**config.mk**
```make
export PLATFORM = sky130hd
export DESIGN_NAME = rob_param
export DESIGN_NICKNAME = d
export VERILOG_FILES = /design/src/rtl/rob_pkg.sv /design/src/rtl/rob_ptr.sv /design/src/rtl/rob_param.sv
export SDC_FILE = /design/constraint.sdc
export NUM_CORES = 1
export LEC_CHECK = 0
export ABC_CLOCK_PERIOD_IN_PS = 12330
export BUFFER_PORTS_ARGS = -buffer_cell sky130_fd_sc_hd__clkbuf_2
export CAP_MARGIN = 20
export CORE_MARGIN = 1
export CORE_UTILIZATION = 25
export CTS_BUF_LIST = sky130_fd_sc_hd__clkbuf_8
export DETAILED_ROUTE_END_ITERATION = 8
export PLACE_DENSITY_LB_ADDON = 0.08
export SYNTH_ARGS = -nofsm -noshare
export SYNTH_HDL_FRONTEND = slang
export SYNTH_SLANG_ARGS = --single-unit
```
**constraint.sdc**
```tcl
create_clock -name clk -period 12.33 [get_ports clk]
set_input_delay 0.6165 -clock clk [delete_from_list [all_inputs] [get_ports clk]]
set_output_delay 0.6165 -clock clk [all_outputs]
set_load 0.03 [all_outputs]
```
**src/rtl/rob_pkg.sv**
```systemverilog
// Shared types and default sizes for the reorder buffer.
// Entry control fields live here; data widths stay per-instance.
package rob_pkg;

  localparam int ROB_DEPTH = 8;
  localparam int ROB_XLEN  = 32;
  localparam int ROB_NWB   = 2;

  typedef enum logic [2:0] {
    ST_EMPTY,
    ST_EXEC,
    ST_LS_WAIT,
    ST_LS_GO,
    ST_DONE
  } rob_state_e;

  typedef struct packed {
    rob_state_e state;
    logic [4:0] rd;
    logic       is_ls;
    logic       redirect;
  } rob_ctl_t;

endpackage

```
**src/rtl/rob_ptr.sv**
```systemverilog
// Modulo-DEPTH pointer with increment and load.
// Load has priority over increment.
module rob_ptr #(
  parameter int DEPTH = 8,
  parameter int TAG_W = $clog2(DEPTH)
) (
  input  logic             clk,
  input  logic             rst,
  input  logic             inc,
  input  logic             load,
  input  logic [TAG_W-1:0] load_val,
  output logic [TAG_W-1:0] ptr
);

  logic [TAG_W-1:0] ptr_inc;

  assign ptr_inc = (ptr == TAG_W'(DEPTH - 1)) ? '0 : ptr + 1'b1;

  // pointer register: load wins, else step with wrap
  always_ff @(posedge clk) begin
    if (!rst)
      ptr <= '0;
    else if (load)
      ptr <= load_val;
    else if (inc)
      ptr <= ptr_inc;
  end

endmodule

```
**src/rtl/rob_param.sv**
```systemverilog
// In-order-commit reorder buffer with flush on retired redirect.
// One retire per cycle; queries read stored state only.
module rob_param
  import rob_pkg::*;
#(
  parameter int DEPTH = ROB_DEPTH,
  parameter int XLEN  = ROB_XLEN,
  parameter int NWB   = ROB_NWB,
  parameter int TAG_W = $clog2(DEPTH)
) (
  input  logic                clk,
  input  logic                rst,
  input  logic                disp_valid,
  output logic                disp_ready,
  input  logic [4:0]          disp_rd,
  input  logic                disp_is_ls,
  output logic [TAG_W-1:0]    disp_tag,
  input  logic [NWB-1:0]      wb_valid,
  input  logic [NWB*TAG_W-1:0] wb_tag,
  input  logic [NWB*XLEN-1:0] wb_value,
  input  logic [NWB-1:0]      wb_redirect,
  input  logic [NWB*XLEN-1:0] wb_target,
  input  logic                lsr_valid,
  input  logic [TAG_W-1:0]    lsr_tag,
  input  logic [TAG_W-1:0]    q1_tag,
  input  logic [TAG_W-1:0]    q2_tag,
  output logic                q1_ready,
  output logic                q2_ready,
  output logic [XLEN-1:0]     q1_value,
  output logic [XLEN-1:0]     q2_value,
  output logic                commit_valid,
  output logic [4:0]          commit_rd,
  output logic [XLEN-1:0]     commit_value,
  output logic [TAG_W-1:0]    commit_tag,
  output logic                ls_commit,
  output logic [TAG_W-1:0]    ls_tag,
  output logic                redirect_valid,
  output logic [XLEN-1:0]     redirect_pc,
  output logic [TAG_W:0]      count
);

  rob_ctl_t          ctl [DEPTH];
  logic [XLEN-1:0]   val [DEPTH];
  logic [XLEN-1:0]   tgt [DEPTH];

  logic [TAG_W-1:0]  head;
  logic [TAG_W-1:0]  tail;
  logic [TAG_W-1:0]  head_nxt;
  logic [TAG_W-1:0]  wbt [NWB];
  logic              retire;
  logic              flush;
  logic              disp_fire;

  assign head_nxt  = (head == TAG_W'(DEPTH - 1)) ? '0 : head + 1'b1;
  assign retire    = (ctl[head].state == ST_DONE);
  assign flush     = retire && ctl[head].redirect;
  assign disp_ready = (count < (TAG_W+1)'(DEPTH)) && !flush;
  assign disp_fire = disp_valid && disp_ready;
  assign disp_tag  = tail;

  assign ls_commit = (ctl[head].state == ST_LS_WAIT);
  assign ls_tag    = ls_commit ? head : '0;

  assign q1_ready  = (ctl[q1_tag].state == ST_DONE);
  assign q2_ready  = (ctl[q2_tag].state == ST_DONE);
  assign q1_value  = val[q1_tag];
  assign q2_value  = val[q2_tag];

  // unpack per-port writeback tags
  always_comb begin
    for (int i = 0; i < NWB; i++)
      wbt[i] = wb_tag[i*TAG_W +: TAG_W];
  end

  rob_ptr #(.DEPTH(DEPTH), .TAG_W(TAG_W)) u_head (
    .clk      (clk),
    .rst      (rst),
    .inc      (retire),
    .load     (1'b0),
    .load_val ('0),
    .ptr      (head)
  );

  rob_ptr #(.DEPTH(DEPTH), .TAG_W(TAG_W)) u_tail (
    .clk      (clk),
    .rst      (rst),
    .inc      (disp_fire),
    .load     (flush),
    .load_val (head_nxt),
    .ptr      (tail)
  );

  // entry state: dispatch, store resolve, writeback, retire, flush
  always_ff @(posedge clk) begin
    if (!rst) begin
      for (int i = 0; i < DEPTH; i++) begin
        ctl[i] <= '0;
        val[i] <= '0;
        tgt[i] <= '0;
      end
    end else if (flush) begin
      for (int i = 0; i < DEPTH; i++)
        ctl[i].state <= ST_EMPTY;
    end else begin
      if (disp_fire)
        ctl[tail] <= '{state: ST_EXEC, rd: disp_rd,
                       is_ls: disp_is_ls, redirect: 1'b0};
      if (lsr_valid && ctl[lsr_tag].state == ST_EXEC
          && ctl[lsr_tag].is_ls)
        ctl[lsr_tag].state <= ST_LS_WAIT;
      if (ls_commit)
        ctl[head].state <= ST_LS_GO;
      for (int i = 0; i < NWB; i++) begin
        if (wb_valid[i] && (ctl[wbt[i]].state == ST_EXEC
            || ctl[wbt[i]].state == ST_LS_GO)) begin
          ctl[wbt[i]].state    <= ST_DONE;
          ctl[wbt[i]].redirect <= wb_redirect[i];
          val[wbt[i]] <= wb_value[i*XLEN +: XLEN];
          tgt[wbt[i]] <= wb_target[i*XLEN +: XLEN];
        end
      end
      if (retire)
        ctl[head].state <= ST_EMPTY;
    end
  end

  // registered commit/redirect outputs and occupancy
  always_ff @(posedge clk) begin
    if (!rst) begin
      count          <= '0;
      commit_valid   <= 1'b0;
      commit_rd      <= '0;
      commit_value   <= '0;
      commit_tag     <= '0;
      redirect_valid <= 1'b0;
      redirect_pc    <= '0;
    end else begin
      commit_valid   <= retire && (ctl[head].rd != 5'd0);
      redirect_valid <= flush;
      if (retire && ctl[head].rd != 5'd0) begin
        commit_rd    <= ctl[head].rd;
        commit_value <= val[head];
        commit_tag   <= head;
      end
      if (flush)
        redirect_pc <= tgt[head];
      if (flush)
        count <= '0;
      else
        count <= count + (TAG_W+1)'(disp_fire)
                       - (TAG_W+1)'(retire);
    end
  end

endmodule

```
# --- Word-level counts from Yosys, hierarchy flattened ---
# Memory sizes are Yosys's and may differ from the RTL's. A register that Yosys moved wholly into a read port is not among the register bits.
# Index checks and enable logic that the tools add are counted.
classes:
  n_reduce_logical: 25
  mux: 73
  add_sub_neg: 4
  bitwise_logic: 24
  order_cmp: 1
  n_eq_ne: 13
ops:
  columns: ["operator", "n"]
  rows:
  - ["$mux 32", 4]
  - ["$reduce_or 32->1", 4]
  - ["$mux 3", 27]
  - ["$mux 10", 5]
  - ["$reduce_or 10->1", 5]
  - ["$mux 1", 34]
  - ["$eq 3x3->1 const B", 5]
  - ["$or 1x1->1", 11]
  - ["$eq 3x1->1 const B", 3]
  - ["$eq 3x2->1 const B", 3]
  - ["$logic_and 1x1->1", 8]
  - ["$add 3x1->3 const B", 2]
  - ["$eq 3x3->1", 2]
  - ["$mux 2", 3]
  - ["$not 1->1", 5]
  - ["$reduce_bool 5->1", 1]
  - ["$add 4x1->4", 1]
  - ["$and 1x1->1", 4]
  - ["$lt 4x4->1 const B", 1]
  - ["$sub 4x1->4", 1]
  - ["$logic_not 1->1", 3]
  - ["$and 1x1->1 const A", 2]
  - ["$and 1x1->1 const B", 2]
  - ["$logic_or 1x1->1", 2]
  - ["other kinds (2)", 2]
totals:
  word_cells: 150
  reg_bits: 20
  in_bits: 157
  output_inout_bits: 152
  mem_bits_rw: 592
  mem_count: 3
memory_table:
  columns: ["memory", "words", "word_bits", "rd", "rd_ports_with_merged_regs", "write_ports", "line", "text"]
  rows:
  - ["tgt", 8, 32, 1, 1, 8, "rob_param.sv:44", "logic [XLEN-1:0] tgt [DEPTH];"]
  - ["val", 8, 32, 3, 1, 8, "rob_param.sv:43", "logic [XLEN-1:0] val [DEPTH];"]
  - ["ctl", 8, 10, 6, 1, 8, "rob_param.sv:42", "rob_ctl_t ctl [DEPTH];"]

# --- Logic depth before layout (Yosys ltp) ---
# Gate-level depths: netlist of the first run.
logic_depth:
  depth_word: 11
  depth_mapped: 13
  ltp_nobuf: 11

# --- By module ---
# From an unflattened synthesis of the first run, not the netlist that was laid out.
hier_totals:
  cells_unflattened: 2708
  hier_area_um2: 35675.5
modules_own_cells:
  columns: ["mod", "seq_area_each_um2", "n_inst", "area_each_um2", "cells_per_inst"]
  rows:
  - ["rob_param", 19098.3, 1, 35325.1, 2678]
  - ["rob_ptr", 60.1, 2, 175.2, 15]

# --- Worst setup path before layout of the first run ---
# No wires, ideal clock.
synth_path:
  path_kind: "flip-flop to flip-flop"
  startpoint: "register (tool-made name)"
  endpoint: "memory tgt[5][0] (netlist name) (enable)"
  path_slack_ns: 7.643
  n_path_buf: 2
  stages_incl_launch_ff: 9
  setup_ns: 0.851
  required_time_ns: 11.479
  arrival_ns: 3.835
  synth_period_minus_slack_ns: 4.687
  path_cell_list: "dfxtp_1 -> buf_6 -> mux4_2 -> mux2_4 -> o41ai_4 -> nor4_2 -> nand2_1 -> clkbuf_1 -> nand3_1"
synth_lines:
  columns: ["item", "line"]
  rows:
  - ["to (decl)", "rob_param.sv:44"]

==> results of run 1 <==
==> metrics by stage <==
| stage | hold WS [ps] | total power, uW |
|---|---|---|
| after floorplan | 472 | 3100 |
| after global placement | 472 | 3340 |
| after detailed placement | 464 | 3350 |
| after CTS | 26.9 | 5750 |
| after global routing | 81.9 | 5890 |
| final | 134 | 5690 |
==> Yosys cell counts, types with 15 or more instances <==
master	n
edfxtp_1	568
a22o_1	538
nand2_1	207
clkbuf_1	184
mux4_2	153
o21ai_0	126
nor2_1	125
buf_1	114
dfxtp_1	111
a221oi_1	96
mux2_2	74
a22oi_1	67
buf_4	56
buf_2	44
nand4_1	43
and2_1	38
a311oi_1	34
and3_1	27
nand3_1	18
a21oi_1	15
nand2b_1	15
==> cell families (layout without fill, tap and decap cells) <==
kind of cell,after synthesis,after routing,share of synthesized area
multiplexers,244,244,0.124
buffers and inverters,411,657,0.0507
AO/OA/AOI/OAI,928,928,0.209
AND/OR/NAND/NOR,549,549,0.0748
XOR/XNOR,8,8,0.00195
other,0,14,0
flip-flops,679,679,0.536
adder cells (fa/ha/maj),9,9,0.00334
==> final timing paths <==
check / from / to / slack, ps
worst min register to register: commit_rd[3]$_SDFFE_PN0P_ / commit_rd[3]$_SDFFE_PN0P_ / 470
worst max register to register: flop / val[1][18]$_DFFE_PP_ / 6820
worst max-delay path: flop / val[1][18]$_DFFE_PP_ / 6820
worst min-delay path: disp_is_ls / ctl[3][1]$_SDFFCE_PN0P_ / 130
==> sequential cells by signal, summed over array words and instances (netlist names), 4 cells and up, named ones only <==
| register | cells |
|---|---|
| redirect_pc | 32 |
| ctl | 80 |
| count | 4 |
| tgt | 256 |
| val | 256 |
| commit_rd | 5 |
| commit_value | 32 |
==> area by class of cell <==
cell class | instances | share of cell area
clock inverters | 115 | 0.0164
diodes | 14 | 0.000841
inverters | 11 | 0.00105
clock buffers | 146 | 0.0482
repair buffers | 385 | 0.0512
flip-flops and latches | 679 | 0.463
multi-input cells | 1738 | 0.363
well taps | 1890 | 0.0568
==> routing by layer <==
| metal | track usage | share of wire | wire [microns] | up-vias |
|---|---|---|---|---|
| li1 | - | - | - | 11732 |
| met5 | 0 | 0.00093 | 157 | - |
| met2 | 0.380 | 0.48 | 81900 | 1341 |
| met1 | 0.294 | 0.42 | 71700 | 14864 |
| met3 | 0.0520 | 0.070 | 11900 | 267 |
| met4 | 0.0588 | 0.019 | 3280 | 26 |
==> critical path, cell delays in order, from the launching register on <==
cell,delay [ps]
dfxtp_1,800
mux4_2,620
mux2_2,330
a41oi_4,250
buf_4,520
nand4_1,860
nand3_4,810
buf_4,830
==> power groups by stage <==
stage	registers [uW]	logic, uW	clock network [uW]
4_1_cts	2660	643	2450
5_1_grt	2670	677	2540
6_report	2660	639	2390
2_1_floorplan	2700	393	0
3_5_place_dp	2710	642	0
3_3_place_gp	2700	636	0
==> flow_summary.toml, run 1 <==
[floorplan]
core_sq_mm = 0.142
io_pins = 309
die_h_microns = 381
dieArea_sq_mm = 0.145
die_w_microns = 381
start_util = 0.253
rows = 138

[job]
maxCapViolCount = 0

[status]
status = "complete, no violations"

[synth]
synth_warnings = 0
syn_area_per_cell_sq_um = 12.7
synth_async_sr_flop_share = 0
syn_area_sq_mm = 0.0360
synth-seq-area-share = 0.536
synth_top_cell_area_share = 0.474
ys_ff_latch = 679
yosysUniqueCellTypes = 75
syn-num-nets = 2994
synth_edf_count = 568
synth.area.top_cells = "edfxtp_1, a22o_1, mux4_2, dfxtp_1, a221oi_1"
yosysTopAreaCell = "edfxtp_1"
synth_ff_type = "edfxtp_1"
netlist_instances = 2828

[clocking]
numCtsBuffers = 142
clk_pin_slew_ps = 60
cts_tree = "built"
cts_max_path_buffers = 3
cts_root_buffer = "clkbuf_8"
htree_levels = 4
hold_buffers = 0
numClockSinks = 679
clk_latency_ps = 910
cts_setup_buffers = 0
cts_resized = 0

[drt]
routed_via_density = 5.67
first_pass_iters = 5
vias = 28230
drc = 0
ant_nets = 0
wl_per_cell_microns = 33.9
dr.first_iter.drc_count = 3158
routed_wl_mm = 169

[timing]
fin_crit_sh = 0.447
fin_setup_tns_ps = 0
min_period_ps = 5510
setup_ws_ps = 6820
slew_headroom = 0.192
fin_skew_ps = 65.4
setup_viol = 0
finalHoldViolCount = 0
rsz0062_at_grt = "false"
worstMarginPinSlew_ps = 1210
drv_slew = 0
max_freq_ghz = 0.182

[setup_path]
crit_path_end_kind = "flop"
critPathMaxFanout = 56
start_kind = "flop"
worstRegToRegCells = 7
worstPathArrival_ps = 5980
criticalPathCategory = "reg -> reg"
cp.required_ps = 12800

[global_routing]
antenna_found_initial = 28
grt.overflow.total = 0
grt_pass1_vias = 28459
grt_max_degree = 57
grt_first_pass_wirelength_mm = 233
grtUsageTotal = 0.227

[finish]
syn_to_final_growth_pct = 15.8
final_core_util = 0.293
multiInputGateArea_sq_mm = 0.0151
n_fill_cell = 14355
stdcell_count = 4978
ff_latch_area_sq_mm = 0.0193
post_route_cells_drive_above_1_share = 0.278
stdcell_area_sq_mm = 0.0417
final_common_cell = "edfxtp_1"
layout.nets = 3123
layout_common_cells = "edfxtp_1, a22o_1, clkbuf_2"

[power]
power_density_mw_per_mm2 = 137
switching_power_uw = 1670
clkPwrFrac = 0.420
netSwitchingFraction = 0.293
p_int_uw = 4020
pwr-share-seq = 0.468
share_comb_of_total_power = 0.112
power_leakage_uw = 0.0150
ir_drop_mv = 0.0794

[placement]
placement.io_buffers = 308
dp.cells = 4701
dpl-instance-area_sq_mm = 0.0389
post-dp-hpwl_mm = 97.3
gp_congestion = 0.840
post-place-ws_ps = 6810

[hold_path]
hp-class = "in -> reg"
holdPathStages = 2
Power figures use the tool's default switching activity.
==> run 2, diff against run 1 <==
ABC_CLOCK_PERIOD_IN_PS = 5100   (was 12330)
clock period = 5.1 ns   (was 12.33 ns; I/O delays follow)
==> flow_summary.toml, run 2 (same netlist as run 1, synthesis figures left out) <==
[clocking]
cts_max_path_buffers = 3
htree_levels = 4
numClockSinks = 679
numCtsBuffers = 140
cts_root_buffer = "clkbuf_8"
clk_latency_ps = 870
cts_tree = "built"
clk_pin_slew_ps = 60

[global_routing]
grt_max_degree = 67
antenna_found_initial = 27
grt_pass1_vias = 29819
grt_first_pass_wirelength_mm = 239
grt.overflow.total = 0
grtUsageTotal = 0.232

[placement]
post-place-ws_ps = 598
placement.io_buffers = 308
post-dp-hpwl_mm = 101
gp_congestion = 0.874
dp.cells = 4731

[finish]
final_common_cell = "edfxtp_1"
post_route_cells_drive_above_1_share = 0.269
top_regs = "tgt: 256 flops, val: 256 flops, ctl: 80 flops"
stdcell_count = 5199
multiInputGateArea_sq_mm = 0.0151
layout_common_cells = "edfxtp_1, a22o_1, clkbuf_2"
ff_latch_area_sq_mm = 0.0193
layout.nets = 3357
syn_to_final_growth_pct = 22.6
final_core_util = 0.310
n_fill_cell = 14333

[timing]
setup_ws_ps = 263
finalHoldViolCount = 0
fin_setup_tns_ps = 0
fin_skew_ps = 39.4
worstMarginPinSlew_ps = 1100
fin_crit_sh = 0.948
rsz0062_at_grt = "false"
drv_slew = 0
slew_headroom = 0.267
max_freq_ghz = 0.207
min_period_ps = 4840
setup_viol = 0

[setup_path]
crit_family = "simple AND/OR/NAND/NOR gates"
crit_chain = "mux4_2 -> mux2i_2 -> o41ai_4 -> nor4_2 -> nand2_1 -> nor2_4 -> buf_12 -> a22o_1 -> dlygate4sd3_1"
criticalPathCategory = "reg -> reg"
crit_path_top_delay_cell = "nor2_4"
critPathMaxFanout = 37
worstPathArrival_ps = 5570
crit_path_end_kind = "flop"
crit_buf_inv = 2
start_kind = "flop"
slowest_delay_ps = 740
cp.required_ps = 5840

[floorplan]
core_sq_mm = 0.142
dieArea_sq_mm = 0.145
rows = 138
die_w_microns = 381
die_h_microns = 381
io_pins = 309
start_util = 0.253

[drt]
vias = 29252
drc = 0
routed_wl_mm = 173
dr.first_iter.drc_count = 3002
wl_per_cell_microns = 33.2
ant_nets = 0
first_pass_iters = 6
routed_via_density = 5.63

[power]
pwr-share-seq = 0.469
share_comb_of_total_power = 0.123
p_total_uw = 13700
switching_power_uw = 3920
p_int_uw = 9800
power_density_mw_per_mm2 = 311
clkPwrFrac = 0.408
ir_drop_mv = 0.205
netSwitchingFraction = 0.286
power_leakage_uw = 0.0162

[job]
maxCapViolCount = 0

[hold_path]
hp-class = "in -> reg"

[status]
status = "complete, no violations"
## run 2: worst paths after layout
check	startpoint	endpoint	slack [ps]	depth (start not counted)
setup / recovery	flop	val[1][9]$_DFFE_PP_	260	9
hold / removal	rst	count[1]$_SDFF_PP0_	80	4
hold reg to reg	commit_rd[3]$_SDFFE_PN0P_	commit_rd[3]$_SDFFE_PN0P_	480	2
setup reg to reg	flop	val[1][9]$_DFFE_PP_	260	9
## run 2: repair_timing
item                                   in CTS  in global routing
setup buffers                               0                  3
setup endpoints to repair                   0                  6
endpoints found under the hold margin     570                  0
resized for setup                           0                  1
hold buffers                              205                  0
## run 2: layout make-up
class                   instances  share of cell area
diodes                         10            0.000567
multi-input cells            1738               0.343
clock buffers                 159              0.0496
well taps                    1890              0.0536
inverters                      11            0.000993
flip-flops and latches        679               0.437
clock inverters                91             0.00996
repair buffers                621               0.106
## run 2: power groups by stage
stage                     clock network (uW)  registers [uW]  logic (uW)
after floorplan                            0            6530         951
after global placement                     0            6530        1570
after detailed placement                   0            6540        1590
after CTS                               5760            6430        1700
after global routing                    5970            6450        1790
final                                   5600            6430        1690
## run 2: per-stage QoR
stage               cell area (sq um)  hold slack, ps
finish                          44100            83.4
global route                    44100            47.8
CTS                             44000            3.74
detailed placement              39400             476
global placement                39300             473
floorplan                       36000             453
## run 2: metal layers
metal | part of all wire | vias to the layer above | GRT usage
met2 | 0.47 | 1502 | 0.381
met1 | 0.43 | 15235 | 0.304
met5 | 0.00046 | - | 0
li1 | - | 12178 | -
met3 | 0.069 | 323 | 0.0453
met4 | 0.029 | 14 | 0.0750
## run 2: worst register-to-register path, cell delays in order (launching register included)
cell and delay, ps:
dfxtp_1 620, mux4_2 600, mux2i_2 420, o41ai_4 220, nor4_2 640, nand2_1 350
nor2_4 740, buf_12 390, a22o_1 210, dlygate4sd3_1 540
